$ cat config.mk
export PLATFORM = sky130hd
export DESIGN_NAME = macro_test_sequencer
export DESIGN_NICKNAME = d
export VERILOG_FILES = /design/src/rtl/macro_seq_pkg.sv /design/src/rtl/macro_seq_misr.sv /design/src/rtl/macro_test_sequencer.sv
export SDC_FILE = /design/constraint.sdc
export NUM_CORES = 1
export LEC_CHECK = 0
export CAP_MARGIN = 5
export CORE_AREA = 2 2 72 81
export CTS_CLUSTER_SIZE = 25
export DETAILED_ROUTE_END_ITERATION = 8
export DIE_AREA = 0 0 74 83
export PLACE_DENSITY = 0.88
export SETUP_SLACK_MARGIN = 0.05
export SYNTH_ARGS = -nofsm -noshare
export SYNTH_HDL_FRONTEND = slang
export SYNTH_SLANG_ARGS = --single-unit
$ cat constraint.sdc
create_clock -name clk -period 1.8 [get_ports clk]
set_input_delay 0.18 -clock clk [delete_from_list [all_inputs] [get_ports clk]]
set_output_delay 0.18 -clock clk [all_outputs]
set_load 0.01 [all_outputs]
$ cat src/rtl/macro_seq_pkg.sv
// rtl/macro_seq_pkg.sv - shared opcodes, FSM states and MISR constants for the macro test sequencer
package macro_seq_pkg;

  typedef enum logic [1:0] {
    OP_SET_SETTLE = 2'b00,
    OP_LOAD       = 2'b01,
    OP_RUN        = 2'b10,
    OP_READ       = 2'b11
  } op_e;

  typedef enum logic [2:0] {
    ST_IDLE    = 3'd0,
    ST_APPLY   = 3'd1,
    ST_SETTLE  = 3'd2,
    ST_CAPTURE = 3'd3,
    ST_RESP    = 3'd4
  } state_e;

  localparam logic [1:0] SEL_CAP  = 2'b00;
  localparam logic [1:0] SEL_ERR  = 2'b01;
  localparam logic [1:0] SEL_STIM = 2'b10;
  localparam logic [1:0] SEL_MISR = 2'b11;

  // x^8+x^6+x^5+x^4+1 with the x^8 term implied by the shift-out bit
  localparam logic [7:0] MISR_SEED = 8'hFF;
  localparam logic [7:0] MISR_TAPS = 8'h71;

  localparam logic [7:0] ERR_MAX = 8'd255;

endpackage

$ cat src/rtl/macro_seq_misr.sv
// rtl/macro_seq_misr.sv - Galois MISR folding one data word per enabled cycle, with synchronous reseed
module macro_seq_misr #(
  parameter int DW = 8,
  parameter logic [DW-1:0] SEED = '1,
  parameter logic [DW-1:0] TAPS = '0
) (
  input  logic          clk,
  input  logic          rst_n,
  input  logic          seed_load,
  input  logic          en,
  input  logic [DW-1:0] din,
  output logic [DW-1:0] q
);

  logic [DW-1:0] shifted;

  always_comb begin
    shifted = {q[DW-2:0], 1'b0};
    if (q[DW-1]) shifted = shifted ^ TAPS;
  end

  always_ff @(posedge clk or negedge rst_n) begin
    if (!rst_n) begin
      q <= SEED;
    end else if (seed_load) begin
      q <= SEED;
    end else if (en) begin
      q <= shifted ^ din;
    end
  end

endmodule

$ cat src/rtl/macro_test_sequencer.sv
// rtl/macro_test_sequencer.sv - command-driven stimulus/settle/capture/compare sequencer for a hard test macro
// Optional MISR over captured words: define MACRO_SEQ_MISR_EN.
module macro_test_sequencer
  import macro_seq_pkg::*;
#(
  parameter int DW = 8,
  parameter int SW = 4
) (
  input  logic          clk,
  input  logic          rst_n,
  input  logic          cmd_valid,
  output logic          cmd_ready,
  input  logic [1:0]    cmd_op,
  input  logic [DW-1:0] cmd_data,
  output logic          mac_en,
  output logic [DW-1:0] mac_din,
  input  logic [DW-1:0] mac_dout,
  output logic          rsp_valid,
  input  logic          rsp_ready,
  output logic [DW-1:0] rsp_data,
  output logic          rsp_err,
  output logic [7:0]    err_cnt,
  output logic          busy
);

  state_e        state, state_n;
  logic [SW-1:0] settle, cnt;
  logic [DW-1:0] stim, cap, exp_word, rd_word, misr_q;
  logic [DW+7:0] err_ext;
  op_e           op;
  logic          accept;

  assign op        = op_e'(cmd_op);
  assign accept    = cmd_valid && (state == ST_IDLE);
  assign cmd_ready = (state == ST_IDLE);
  assign busy      = (state != ST_IDLE);
  assign mac_en    = (state == ST_APPLY);
  assign mac_din   = stim;
  assign err_ext   = {{DW{1'b0}}, err_cnt};

`ifdef MACRO_SEQ_MISR_EN
  macro_seq_misr #(
    .DW   (DW),
    .SEED (DW'(MISR_SEED)),
    .TAPS (DW'(MISR_TAPS))
  ) u_misr (
    .clk       (clk),
    .rst_n     (rst_n),
    .seed_load (accept && (op == OP_SET_SETTLE) && cmd_data[DW-1]),
    .en        (state == ST_CAPTURE),
    .din       (mac_dout),
    .q         (misr_q)
  );
`else
  assign misr_q = '0;
`endif

  always_comb begin
    rd_word = '0;
    case (cmd_data[1:0])
      SEL_CAP:  rd_word = cap;
      SEL_ERR:  rd_word = err_ext[DW-1:0];
      SEL_STIM: rd_word = stim;
      SEL_MISR: rd_word = misr_q;
      default:  rd_word = '0;
    endcase
  end

  always_comb begin
    state_n = state;
    case (state)
      ST_IDLE: begin
        if (cmd_valid && op == OP_RUN)  state_n = ST_APPLY;
        if (cmd_valid && op == OP_READ) state_n = ST_RESP;
      end
      ST_APPLY:   state_n = (settle == '0) ? ST_CAPTURE : ST_SETTLE;
      ST_SETTLE:  if (cnt == SW'(1)) state_n = ST_CAPTURE;
      ST_CAPTURE: state_n = ST_RESP;
      ST_RESP:    if (rsp_valid && rsp_ready) state_n = ST_IDLE;
      default:    state_n = ST_IDLE;
    endcase
  end

  // RESP spends one staging cycle with rsp_valid low before presenting the word
  always_ff @(posedge clk or negedge rst_n) begin
    if (!rst_n) begin
      state     <= ST_IDLE;
      settle    <= '0;
      cnt       <= '0;
      stim      <= '0;
      cap       <= '0;
      exp_word  <= '0;
      err_cnt   <= '0;
      rsp_valid <= 1'b0;
      rsp_data  <= '0;
      rsp_err   <= 1'b0;
    end else begin
      state <= state_n;
      case (state)
        ST_IDLE: begin
          if (cmd_valid) begin
            case (op)
              OP_SET_SETTLE: settle   <= cmd_data[SW-1:0];
              OP_LOAD:       stim     <= cmd_data;
              OP_RUN:        exp_word <= cmd_data;
              OP_READ:       rsp_data <= rd_word;
              default:       ;
            endcase
          end
        end
        ST_APPLY:  cnt <= settle;
        ST_SETTLE: cnt <= cnt - SW'(1);
        ST_CAPTURE: begin
          cap      <= mac_dout;
          rsp_data <= mac_dout;
          rsp_err  <= (mac_dout != exp_word);
          if ((mac_dout != exp_word) && (err_cnt != ERR_MAX)) err_cnt <= err_cnt + 8'd1;
        end
        ST_RESP: begin
          if (!rsp_valid)     rsp_valid <= 1'b1;
          else if (rsp_ready) rsp_valid <= 1'b0;
        end
        default: ;
      endcase
    end
  end

endmodule

==> results.ini <==
[die]
die_area_mm2=0.00614
row_count=28
die_height_um=83
core-area_mm2=0.00529
die_x_um=74
start_util_pct=51.3
ios=51

[synthesis]
synth_edf_count=0
yosys.area.top_type=dfrtp_1
ys_warn_count=0
muxShareOfSynthArea_pct=17.1
synth_area_leaders=dfrtp_1, mux2_4, mux2_2, o211ai_1, mux2_1
syn_nets=266
synthXorXnorAreaFrac_pct=4.52
ys_seq_area_share_pct=48.8
yosysTopAreaCellShare_pct=48.8
synth_simple_gate_area_share_pct=12.4
synth_cells=241
synth_cell_types=43
synth_top_family_by_area=multiplexers
synth_seq_cells=53
netlist_top_cells_count=dfrtp_1, nand2_1, o211ai_1, inv_1, mux2_2
yosysMostFrequentCell=dfrtp_1
synth_area_per_cell_um2=11.3
netlist_area_mm2=0.00272
synth_ff_type=dfrtp_1
synth-compound-area-share_pct=11.8
async_reset_ff_share_pct=100
synth_adder_area_share_pct=1.38

[clock_network]
clk_pin_slew_ns=0.10
cts_buffers=5
htree_levels=2
clock_tree.buffer_depth=2
cts_sinks=53
cts_tree=yes
clkLatencyLatePin_ns=0.31
cts-root-buf=clkbuf_8

[setup_path]
path_cells=xor2_1 -> nor4_4 -> a21oi_4 -> and2_4 -> mux2_4
regToRegEndpoint=err_cnt[1]
path_class=reg2reg
crit_required_ns=2.01
reg2reg_depth=5
critPathArrivalTime_ns=1.86
crit_fanout=4
crit_slowest_cell=dfrtp_1
rr_startpoint=exp_word[4]
worstSetupEndpointType=register
setup.worst_path.start_class=register
rrSetupSlack_ns=0.15
cp_slowest_stage_delay_ns=0.40

[timing]
fmax_ghz=0.606
hold_viol=0
post-route-period-util_pct=91.6
worst_pin_slew_ns=0.315
skew_ns=0.00727
rsz0062_at_grt=false
period_needed_ns=1.65
maxSlewHeadroom_pct=78.8
fin_ws_ns=0.151
slew_violations=0
hold_slack_ns=0.284
setup_viol=0

[power_and_ir_drop]
power_leakage_nw=1.62
vdd_drop_max_mv=0.774
power_density_mw_per_mm2=1520

[min_path]
hp-class=in2async

[routing]
vias=2161
vias_per_cell=5.47
dr.pass1.iters=4
drt-initial-drc-count=101
wire_per_inst_um=16.2
drt_wl_total_um=6420
ant_nets=0
drc=0

[grt]
overflow=0
grt_pass1_vias=2210
antenna_found_initial=0
grt.total_usage_pct=22.1
grt_max_degree=26
grt_pass1_wl_um=10600

[layout]
fillCellCount=372
diodes=0
post_route_cells_drive_above_1_share_pct=23.1
syn_to_final_growth_pct=34.1
seqCellArea_mm2=0.00133
multi_input_area_mm2=0.00129
nets=344

[placed_design]
numPortBuffers=50
gp_congestion=0.887
pre_cts_ws_ns=-0.148
dp_hpwl_um=4610

[run]
maxCapViolCount=0

[status]
status=completed

## how the worst max path moves through the flow
stage | slack [ns] | start | cells past startpoint | endpoint
finish | 0.15 | exp_word[4] | 5 | err_cnt[1]
floorplan | 0.18 | state[1] | 5 | mac_din[5]
global placement | -0.1 | mac_dout[4] | 6 | err_cnt[1]
CTS | 0.05 | state[1] | 3 | busy
global route | 0.08 | state[0] | 6 | err_cnt[7]
detailed placement | -0.15 | mac_dout[4] | 6 | err_cnt[1]
## registers in the layout, summed over array words and instances, names as in the netlist
name	flops
exp_word	8
err_cnt	8
settle	4
rsp_valid	1
rsp_data	8
cap	8
mac_din	8
cnt	4
rsp_err	1
state	3
## critical path: cells and delay by family (launching register included)
kind	cells	cell delay [ns]
AOI/OAI and AO/OA	1	0.12
xor gates and xnor gates	1	0.18
DFF	1	0.40
muxes	1	0.29
and+or+nand+nor	2	0.56
## cells by family after synthesis
group,count (synthesis)
compound gates,49
mux,39
xor+xnor,14
fa+ha+maj,3
simple gates,56
flops,53
buf+inv,27
## layout make-up
| type | instances | area share (%) |
|---|---|---|
| multi-input cells | 161 | 35.4 |
| clock buffers | 6 | 2.27 |
| well taps | 75 | 2.58 |
| repair buffers | 82 | 20.6 |
| inverters | 16 | 1.65 |
| clock inverters | 2 | 1.03 |
| flip-flops and latches | 53 | 36.4 |
## routing by layer
layer,vias up,wire (um),track usage [%]
li1,1008,-,-
met1,1067,2720,27.9
met2,74,3280,37.3
met3,12,274,3.64
met4,0,137,8.10
met5,-,0,0
## power by group
part	switching, mW	internal [mW]
clock	0.395	0.452
sequential	0.439	1.72
combinational	1.14	1.38
## stage by stage
stage	std cells	setup TNS [ns]	power (mW)	cell area, um2	util [%]
after floorplan	241	0	3.54	2720	-
after global placement	384	-0.260	4.51	3480	65.9
after detailed placement	384	-0.549	4.62	3480	65.9
after CTS	394	0	5.52	3630	68.7
after global routing	395	0	5.87	3640	68.9
final	395	0	5.52	3640	68.9
## placed cells by master, fill, tap and decap left out, drive strengths merged, types with 3 or more instances in the layout
cell,instances
nand3,5
buf,32
xor2,9
a31oi,3
a21oi,11
mux2,31
nor4,4
o211ai,16
nand4,5
clkbuf,6
clkdlybuf4s50,46
nor3,3
nand2,18
a22oi,3
inv,16
nor2,11
mux2i,8
o21ai,12
dfrtp,53
xnor2,5
ha,3
## what timing repair did
action	CTS	global route
gates cloned	0	0
buffers inserted	1	1
hold endpoints to repair	11	0
endpoints found under the setup margin	3	1
resized for setup	5	1
hold buffers	1	0
(Power assumes the default switching activity.)
